$ cat src/rtl/calc_pkg.sv
// calc_unit shared definitions: opcodes, FSM states,
// iterative-datapath modes and flag bit positions.
package calc_pkg;

   localparam logic [3:0] OP_ADD  = 4'h0;
   localparam logic [3:0] OP_SUB  = 4'h1;
   localparam logic [3:0] OP_AND  = 4'h2;
   localparam logic [3:0] OP_OR   = 4'h3;
   localparam logic [3:0] OP_XOR  = 4'h4;
   localparam logic [3:0] OP_CMP  = 4'h5;
   localparam logic [3:0] OP_MOV  = 4'h6;
   localparam logic [3:0] OP_MUL  = 4'h7;
   localparam logic [3:0] OP_SLL  = 4'h8;
   localparam logic [3:0] OP_SLR  = 4'h9;
   localparam logic [3:0] OP_SRL  = 4'hA;
   localparam logic [3:0] OP_SRA  = 4'hB;
   localparam logic [3:0] OP_DIVU = 4'hC;
   localparam logic [3:0] OP_REMU = 4'hD;

   localparam int FLG_S = 3;
   localparam int FLG_Z = 2;
   localparam int FLG_C = 1;
   localparam int FLG_V = 0;

   typedef enum logic [1:0] {
      IDLE,
      BUSY,
      DONE
   } state_t;

   typedef enum logic [1:0] {
      IT_MUL,
      IT_DIV,
      IT_REM
   } iter_mode_t;

endpackage

$ cat src/rtl/calc_iter.sv
// Bit-serial shift-add multiplier / restoring divider.
// The start edge performs the first of WIDTH iterations.
module calc_iter
   import calc_pkg::*;
#(
   parameter int WIDTH = 16,
   parameter int SHW   = $clog2(WIDTH)
) (
   input  logic             clk,
   input  logic             rst,
   input  logic             start,
   input  iter_mode_t       mode,
   input  logic [WIDTH-1:0] a,
   input  logic [WIDTH-1:0] b,
   output logic             done,
   output logic [WIDTH-1:0] result,
   output logic             hi_nonzero
);

   localparam logic [SHW:0] LAST = (SHW+1)'(WIDTH);

   logic [WIDTH-1:0] hi, lo, dv;
   logic [WIDTH-1:0] s_hi, s_lo, s_dv;
   logic [WIDTH-1:0] n_hi, n_lo;
   iter_mode_t       md, s_md;
   logic             run;
   logic [SHW:0]     cnt;
   logic [WIDTH:0]   sum, shl, dif;

   // on start, iterate straight from the operands
   always_comb begin
      s_hi = start ? '0 : hi;
      s_lo = start ? b : lo;
      s_dv = start ? a : dv;
      s_md = start ? mode : md;
      sum  = {1'b0, s_hi} + (s_lo[0] ? {1'b0, s_dv} : '0);
      shl  = {s_hi, s_lo[WIDTH-1]};
      dif  = shl - {1'b0, s_dv};
      n_hi = s_hi;
      n_lo = s_lo;
      if (s_md == IT_MUL) begin
         {n_hi, n_lo} = {sum, s_lo[WIDTH-1:1]};
      end else if (dif[WIDTH]) begin
         n_hi = shl[WIDTH-1:0];
         n_lo = {s_lo[WIDTH-2:0], 1'b0};
      end else begin
         n_hi = dif[WIDTH-1:0];
         n_lo = {s_lo[WIDTH-2:0], 1'b1};
      end
   end

   always_ff @(posedge clk or posedge rst) begin
      if (rst) begin
         hi  <= '0;
         lo  <= '0;
         dv  <= '0;
         md  <= IT_MUL;
         run <= 1'b0;
         cnt <= '0;
      end else if (start || run) begin
         hi  <= n_hi;
         lo  <= n_lo;
         dv  <= s_dv;
         md  <= s_md;
         cnt <= start ? (SHW+1)'(1) : cnt + 1'b1;
         run <= start ? 1'b1 : (cnt != LAST - 1'b1);
      end
   end

   assign done       = (cnt == LAST);
   assign result     = (md == IT_REM) ? hi : lo;
   assign hi_nonzero = |hi;

endmodule

$ cat src/rtl/calc_unit.sv
// Handshaked ALU: single-cycle ops plus iterative
// MUL/DIVU/REMU, one result held until consumed.
module calc_unit
   import calc_pkg::*;
#(
   parameter int WIDTH = 16,
   parameter int SHW   = $clog2(WIDTH)
) (
   input  logic             clk,
   input  logic             rst,
   input  logic             in_valid,
   output logic             in_ready,
   input  logic [3:0]       op,
   input  logic [SHW-1:0]   shamt,
   input  logic [WIDTH-1:0] a,
   input  logic [WIDTH-1:0] b,
   output logic             out_valid,
   input  logic             out_ready,
   output logic [WIDTH-1:0] result,
   output logic [3:0]       flags
);

   state_t             state, nxt;
   iter_mode_t         mode;
   logic [3:0]         op_r;
   logic               start, ld_sc, ld_it;
   logic               is_it, zdiv, legal, c, v;
   logic               it_done, it_hnz, it_ovf;
   logic [WIDTH-1:0]   sc_res, it_res;
   logic [3:0]         sc_flg, it_flg;
   logic [WIDTH:0]     wide;
   logic [2*WIDTH-1:0] rot;

   calc_iter #(.WIDTH(WIDTH), .SHW(SHW)) u_iter (
      .clk        (clk),
      .rst        (rst),
      .start      (start),
      .mode       (mode),
      .a          (a),
      .b          (b),
      .done       (it_done),
      .result     (it_res),
      .hi_nonzero (it_hnz)
   );

   always_comb begin
      sc_res = '0;
      wide   = '0;
      rot    = '0;
      c      = 1'b0;
      v      = 1'b0;
      legal  = 1'b1;
      unique case (op)
         OP_ADD: begin
            wide = {1'b0, a} + {1'b0, b};
            {c, sc_res} = wide;
            v = (a[WIDTH-1] == b[WIDTH-1])
              && (sc_res[WIDTH-1] != a[WIDTH-1]);
         end
         OP_SUB, OP_CMP: begin
            wide = {1'b0, b} - {1'b0, a};
            {c, sc_res} = wide;
            v = (a[WIDTH-1] != b[WIDTH-1])
              && (sc_res[WIDTH-1] != b[WIDTH-1]);
         end
         OP_AND: sc_res = a & b;
         OP_OR:  sc_res = a | b;
         OP_XOR: sc_res = a ^ b;
         OP_MOV: sc_res = b;
         OP_SLL: begin
            wide = {1'b0, b} << shamt;
            {c, sc_res} = wide;
         end
         OP_SLR: begin
            rot = {b, b} << shamt;
            sc_res = rot[2*WIDTH-1:WIDTH];
         end
         OP_SRL: begin
            wide = {b, 1'b0} >> shamt;
            {sc_res, c} = wide;
         end
         OP_SRA: begin
            wide = $signed({b, 1'b0}) >>> shamt;
            {sc_res, c} = wide;
         end
         // only reach the output on divide-by-zero
         OP_DIVU: begin
            sc_res = '1;
            v = 1'b1;
         end
         OP_REMU: begin
            sc_res = b;
            v = 1'b1;
         end
         OP_MUL: sc_res = '0;
         default: legal = 1'b0;
      endcase
      sc_flg = '0;
      if (legal) begin
         sc_flg[FLG_S] = sc_res[WIDTH-1];
         sc_flg[FLG_Z] = (sc_res == '0);
         sc_flg[FLG_C] = c;
         sc_flg[FLG_V] = v;
      end
   end

   always_comb begin
      is_it  = (op == OP_MUL) || (op == OP_DIVU)
            || (op == OP_REMU);
      zdiv   = ((op == OP_DIVU) || (op == OP_REMU))
            && (a == '0);
      mode   = (op == OP_MUL)  ? IT_MUL :
               (op == OP_DIVU) ? IT_DIV : IT_REM;
      it_ovf = (op_r == OP_MUL) && it_hnz;
      it_flg = '0;
      it_flg[FLG_S] = it_res[WIDTH-1];
      it_flg[FLG_Z] = (it_res == '0);
      it_flg[FLG_C] = it_ovf;
      it_flg[FLG_V] = it_ovf;
   end

   always_comb begin
      nxt      = state;
      in_ready = 1'b0;
      start    = 1'b0;
      ld_sc    = 1'b0;
      ld_it    = 1'b0;
      unique case (state)
         IDLE: begin
            in_ready = 1'b1;
            if (in_valid) begin
               if (is_it && !zdiv) begin
                  start = 1'b1;
                  nxt   = BUSY;
               end else begin
                  ld_sc = 1'b1;
                  nxt   = DONE;
               end
            end
         end
         BUSY: begin
            if (it_done) begin
               ld_it = 1'b1;
               nxt   = DONE;
            end
         end
         DONE: begin
            if (out_ready) nxt = IDLE;
         end
         default: nxt = IDLE;
      endcase
   end

   always_ff @(posedge clk or posedge rst) begin
      if (rst) state <= IDLE;
      else     state <= nxt;
   end

   always_ff @(posedge clk or posedge rst) begin
      if (rst) begin
         op_r   <= '0;
         result <= '0;
         flags  <= '0;
      end else begin
         if (start) op_r <= op;
         if (ld_sc) begin
            result <= sc_res;
            flags  <= sc_flg;
         end else if (ld_it) begin
            result <= it_res;
            flags  <= it_flg;
         end
      end
   end

   assign out_valid = (state == DONE);

endmodule

$ cat config.mk
export PLATFORM = sky130hd
export DESIGN_NAME = calc_unit
export DESIGN_NICKNAME = d
export VERILOG_FILES = /design/src/rtl/calc_pkg.sv /design/src/rtl/calc_iter.sv /design/src/rtl/calc_unit.sv
export SDC_FILE = /design/constraint.sdc
export NUM_CORES = 1
export LEC_CHECK = 0
export ABC_AREA = 1
export CORE_MARGIN = 2
export CORE_UTILIZATION = 52
export CTS_CLUSTER_DIAMETER = 200
export DETAILED_ROUTE_END_ITERATION = 12
export GPL_ROUTABILITY_DRIVEN = 0
export HOLD_SLACK_MARGIN = 0.06
export PLACE_DENSITY = 0.7
export SETUP_SLACK_MARGIN = 0.1
export SLEW_MARGIN = 20
export SYNTH_ARGS = -nofsm -noshare
export SYNTH_HDL_FRONTEND = slang
export SYNTH_SLANG_ARGS = --single-unit
$ cat constraint.sdc
create_clock -name clk -period 4.1 [get_ports clk]
set_input_delay 0.82 -clock clk [delete_from_list [all_inputs] [get_ports clk]]
set_output_delay 0.82 -clock clk [all_outputs]
set_load 0.005 [all_outputs]
# Yosys cells after proc, flatten, opt, wreduce, memory -nomap -nowiden
# Cells that the tools add are included.
# classes
shift	4
addsub	5
n_reduce_logical	23
bitwise_logic	3
eq_ne	26
n_mux	37
# ops
op	count
16-bit case mux with 11 select lines	1
16-bit two-way mux	10
16-bit zero test	3
32-bit by 4-bit left shift with 32-bit output	1
4-bit equality test, second input constant	6
4-bit by 3-bit equality test with 1-bit output, second input constant	5
16-bit by 16-bit adder with 17-bit output	1
16-bit by 17-bit adder with 17-bit output	1
16-bit by 4-bit left shift with 17-bit output	1
17-bit by 4-bit >> shifter with 17-bit output	1
17-bit by 4-bit >>> shifter with 17-bit output	1
16-bit by 16-bit subtractor with 17-bit output	1
17-bit by 16-bit subtractor with 17-bit output	1
16-bit bitwise AND	1
16-bit bitwise OR	1
16-bit OR reduction	1
16-bit XOR	1
2-bit two-way mux	7
14-bit OR reduction	1
1-bit two-way mux	12
4-bit two-way mux	3
4-bit by 2-bit equality test with 1-bit output, second input constant	2
2-bit case mux with 3 select lines	1
2-bit OR reduction	3
other kinds (20)	32
# totals
out_inout_bits	22
inputBits	44
elab_cells	108
reg_bits	82

# Logic depth before layout (Yosys ltp)
# depth
ltp_word	12
mapped_depth	29
ltp_nobuf	27

# Cells and area by module
# A second synthesis with hierarchy kept.
# hier_totals
hier_cells	2028
hier_area_um2	11382.2
# modules_own_cells
module	cells_each	seq_area_each_um2	n_inst	area_each_um2
calc_unit	1244	650.6	1	6316.1
calc_iter	784	1401.3	1	5066.1

# Worst setup path before layout
# No wires, ideal clock.
# synth_timing
path_type	input -> register
start	in op[1]
end	reg u_iter.hi[4]
cell_stages	26
setup_time_ns	0.121
n_path_buf	5
t_required_ns	3.979
arrival_time_ns	3.984
setup_slack_ns	-0.005
cell_sequence	buf_4 nand2_1 inv_2 nand2_1 nand2_4 nand3_4 buf_6 buf_2 inv_1 clkbuf_1 or2_2 o21ai_1 ha_1 a21oi_1 o21ai_0 inv_1 nor2_1 nor3_1 nand2_2 nand2_4 nand2_4 buf_6 nand2_1 o21ai_1 o21bai_1 nand2_1
# synth_between
elab_chain_cells	12
elab_cells_between_ends	25
cone_classes	add/sub (2); eq/ne (3); mux (12); reduce/logical (8)
# synth_lines
element	line	source
from (decl)	calc_unit.sv:13	input logic [3:0] op,
4-bit equality test (on tied branches)	n/a	
1-bit logical OR	calc_unit.sv:110	zdiv = ((op == OP_DIVU) || (op == OP_REMU))
1-bit logical AND	calc_unit.sv:111	&& (a == '0);
1-bit zero test	calc_unit.sv:132	if (is_it && !zdiv) begin
1-bit logical AND	calc_unit.sv:132	
1-bit two-way mux	calc_unit.sv:132	
1-bit two-way mux	calc_unit.sv:131	if (in_valid) begin
1-bit two-way mux	calc_unit.sv:128	unique case (state)
16-bit two-way mux (on tied branches)	calc_iter.sv:33, calc_iter.sv:32, calc_iter.sv:34	
17-bit by 16-bit subtractor with 17-bit output or 16-bit two-way mux (tied branches)	calc_iter.sv:38, calc_iter.sv:36	
16-bit two-way mux or 16-bit by 17-bit adder with 17-bit output (tied branches)	calc_iter.sv:43, calc_iter.sv:36	
16-bit two-way mux	calc_iter.sv:41	if (s_md == IT_MUL) begin
to (signal assigned)	calc_iter.sv:61	hi <= n_hi;
to (decl)	calc_iter.sv:22	logic [WIDTH-1:0] hi, lo, dv;
# Parallel ways exist; a longest one is shown, timed or not.
# A chain may end at the register's enable or synchronous reset.

# Final worst setup path
# layout_timing
start	in a[1]
end	reg u_iter.hi[12]
# layout_between
elab_chain_cells	11
elab_cells_between_ends	18
cone_classes	add/sub (2); mux (10); reduce/logical (6)
# layout_lines
element	line	source
from (decl)	calc_unit.sv:15	input logic [WIDTH-1:0] a,
16-bit zero test	calc_unit.sv:111	
1-bit logical AND	calc_unit.sv:111	
1-bit zero test	calc_unit.sv:132	
1-bit logical AND	calc_unit.sv:132	
1-bit two-way mux	calc_unit.sv:132	
1-bit two-way mux	calc_unit.sv:131	
1-bit two-way mux	calc_unit.sv:128	
16-bit two-way mux (on tied branches)	calc_iter.sv:33, calc_iter.sv:32, calc_iter.sv:34	
17-bit by 16-bit subtractor with 17-bit output or 16-bit two-way mux (tied branches)	calc_iter.sv:38, calc_iter.sv:36	
16-bit two-way mux or 16-bit by 17-bit adder with 17-bit output (tied branches)	calc_iter.sv:43, calc_iter.sv:36	
16-bit two-way mux	calc_iter.sv:41	
# Parallel ways exist; a longest one is shown, timed or not.

==> run_results.csv <==
group,metric,value,unit
hold_path,worstHoldStart,"op_r[2]",
finish,design_area,0.01376,mm²
setup_path,path_buf_inv,4,
yosys,yosys.area.top_type,"nand2_1",
floorplan,ios,66,
hold_path,holdPathStages,2,
pwr,pwr-share-comb,76.8,%
floorplan,core,0.02023,mm²
global_routing,grtUsageTotal,38.07,%
timing,rsz0062_at_grt,"yes",
finish,diodes,0,
route,drt_iter0_drc,1860,
setup_path,crit_slowest_cell,"clkdlybuf4s50_1",
clocking,clkTransAtPathRegs,0.07,ns
route,via_count,13690,
yosys,synth_enable_flop_cells,0,
yosys,ys_top_cells_by_area,"nand2_1, dfrtp_1, ha_1",
setup_path,arrival,4.15,ns
timing,fin_crit_sh,95.08,%
placement,io_buffers,65,
timing,setup_viol,0,
hold_path,min_path_type,"reg2reg",
setup_path,cp.required,4.35,ns
timing,drv_slew,0,
timing,holdWs,0.4582,ns
clocking,cts-htree-levels,3,
clocking,cts_made_buffers,9,
hold_path,min_to,"op_r[2]",
floorplan,start_util,52.84,%
floorplan,rows,52,
route,wl_per_cell,18.71,µm
setup_path,reg2reg_from,"state[0]",
route,drt_pre_antenna_iters,7,
floorplan,die-area,0.02173,mm²
global_routing,grt_max_degree,41,
route,drc,0,
global_routing,grt_use_met3,11.39,%
yosys,syn_nets,1954,
floorplan,die_w,147.4,µm
yosys,yosysWarnings,0,
pwr,netSwitchingPower,5.143,mW
yosys,synth_cell_type_count,50,
finish,utilization,67.98,%
timing,clock_skew,0.01265,ns
timing,fin_crit,3.898,ns
placement,dp_hpwl,34000,µm
setup_path,startpoint_type,"input pin",
yosys,ys_async_sr_fraction,100.0,%
pwr,netSwitchingFraction,51.81,%
yosys,syn_inst,1820,
pwr,irDropWorstVdd,0.5499,mV
setup_path,rrSetupSlack,0.70,ns
status,status,"finished, final reports clean",
setup_path,setup.worst_path.class,"in2reg",
setup_path,r2r-end,"u_iter.hi[12]",
clocking,cts-hold-fix-buffers,0,
finish,area_growth,28.65,%
setup_path,cpPeakStageDelay,0.45,ns
flow_run,maxCapViolations,0,
setup_path,reg2regPathDepth,19,
yosys,yosys.cell_count.top_type,"nand2_1",
route,vias_per_cell,5.914,
setup_path,path_cells,"clkdlybuf4s50_1, nor2_2, nand2_2, nor2_2, nand3_2, nand3_4, clkinvlp_4, or2_2, o21ai_0, buf_4, nor2_1, ha_1, a21oi_1, o21a_1, inv_1, a21oi_1, nand3_1, nand3_1, nand2_1, nand2_1, nand2_1",
yosys,netlist.area_leader.share,19.45,%
pwr,clockPowerShare,8.0,%
setup_path,endpoint_kind,"flip-flop",
pwr,p_leak,7.225,nW
timing,max_freq,0.2565,GHz
floorplan,fp.dieH,147.4,µm
clocking,cts_root_buf,"clkbuf_16",
route,routed_wl,43320,µm
pwr,internal_power,4.784,mW
finish,final_nets,2174,
yosys,syn-cell-area,0.01069,mm²
timing,worst_pin_slew,0.8809,ns
finish,drive_gt1_share,16.77,%
yosys,synth_seq_area_share,19.19,%
global_routing,antenna_found_initial,0,
global_routing,grt-busiest-layer,"met1",
timing,finalHoldViolations,0,
timing,slew-limit-headroom,41.13,%
yosys,ys.flop_type,"dfrtp_1",
pwr,seq_power_share,15.1,%
global_routing,grtUsageMet2,53.25,%
yosys,synth_common_cells,"nand2_1, inv_1, o21ai_0",
setup_path,crit_top_cell,"nand2_1",
clocking,clock_sinks,82,
clocking,cts_tree,"done",
yosys,avgSynthCellArea,5.875,µm²
clocking,insertion_delay,0.35,ns
setup_path,crit_path_max_fanout,6,
global_routing,grt_pass1_wl,64780,µm
global_routing,grt_overflow_total,0,
finish,fillCellCount,1819,
placement,place_area,0.01288,mm²
global_routing,grt_pass1_vias,12050,
clocking,clockBufferDepth,2,
pwr,powerDensity,721.6,mW/mm²
setup_path,crit_family,"simple AND/OR/NAND/NOR gates",
global_routing,grt.met1_usage,54.57,%
yosys,ys_ff_latch,82,
route,ant_nets,0,
[power groups by stage]
stage / Combinational [mW] / Sequential, mW / Clock (mW)
2_1_floorplan: 4.11 / 1.41 / 0
3_3_place_gp: 6.53 / 1.48 / 0
3_5_place_dp: 6.62 / 1.50 / 0
4_1_cts: 6.67 / 1.48 / 0.807
5_1_grt: 8.32 / 1.53 / 0.835
6_report: 7.63 / 1.50 / 0.797
[kinds of logic after synthesis]
| family | count (synthesis) | share of synthesized area, % |
|---|---|---|
| compound gates | 372 | 19.35 |
| xor+xnor | 12 | 0.9829 |
| fa+ha+maj | 90 | 10.67 |
| buf+inv | 291 | 10.73 |
| flops | 82 | 19.19 |
| mux | 4 | 0.3745 |
| simple gates | 969 | 38.70 |
[stage by stage]
step	total power [mW]	cells	setup TNS [ns]	worst slack (ns)
after detailed placement	8.118	2280	-2.866	-0.2076
after floorplan	5.518	1820	0	0.1191
after global placement	8.011	2280	-1.947	-0.1703
after CTS	8.964	2296	0	0.1182
final	9.927	2315	0	0.2018
after global routing	10.69	2315	-0.03133	-0.02304
[cells in the final DEF, fill, tap and decap left out, drive strengths merged, types with 2 or more instances in the layout]
cell	netlist	routed
nand2	570	573
inv	220	221
buf	31	205
o21ai	181	181
nor2	166	166
nand3	141	141
a21oi	111	111
ha	88	88
dfrtp	82	82
clkdlybuf4s50	0	58
nor3	30	30
nand4	25	25
or2	22	22
o211ai	17	17
o21a	13	13
nor4	11	11
clkbuf	37	11
o22ai	10	10
o21bai	9	9
xor2	8	8
dlymetal6s2s	0	7
a31oi	6	6
clkinv	3	6
o2111ai	5	5
clkinvlp	0	5
mux2i	4	4
a21o	4	4
xnor2	4	4
a211oi	4	4
and2	3	3
o221ai	3	3
a22oi	2	2
o31ai	2	2
fa	2	2
a221oi	2	2
[worst max-delay path by stage]
stage          startpoint             to  cells after the start  slack (ns)
2_1_floorplan       op[1]   u_iter.hi[4]                     26        0.12
3_3_place_gp        op[1]   u_iter.hi[4]                     22       -0.17
3_5_place_dp        op[1]   u_iter.hi[1]                     22       -0.21
4_1_cts             op[1]   u_iter.hi[1]                     22        0.12
5_1_grt              a[1]  u_iter.hi[11]                     24       -0.02
6_report             a[1]  u_iter.hi[12]                     21        0.20
[registers in the layout, summed over array words and instances (netlist names)]
name        count
u_iter.run      1
op_r            4
u_iter.lo      16
u_iter.md       2
flags           4
result         16
u_iter.dv      16
u_iter.cnt      5
u_iter.hi      16
state           2
[tightest hold or removal path, stage by stage, from the launching register on]
cell and delay, ns:
dfrtp_1 0.33, inv_1 0.05, nand2_1 0.05
[final cells by class]
type	instances	area (µm²)	area share [%]
multi-input combinational	1450	7896	57.40
clock buffer	9	225.2	1.637
clock inverter	7	58.81	0.4275
sequential	82	2052	14.92
tap	270	337.8	2.456
timing repair inverter	2	12.51	0.09096
timing repair buffer	272	2327	16.92
inverter	223	845.8	6.149
[layer usage]
layer	vias to the layer above	wire [µm]
li1	6407	-
met1	6197	17940
met2	937	17380
met3	149	5889
met4	0	2106
met5	-	0
[repair_timing]
action	CTS	global route
endpoints found under the hold margin	0	0
setup endpoints to repair	0	17
gates resized for setup	0	97
buffers inserted	0	12
Power figures use the tool's default switching activity.
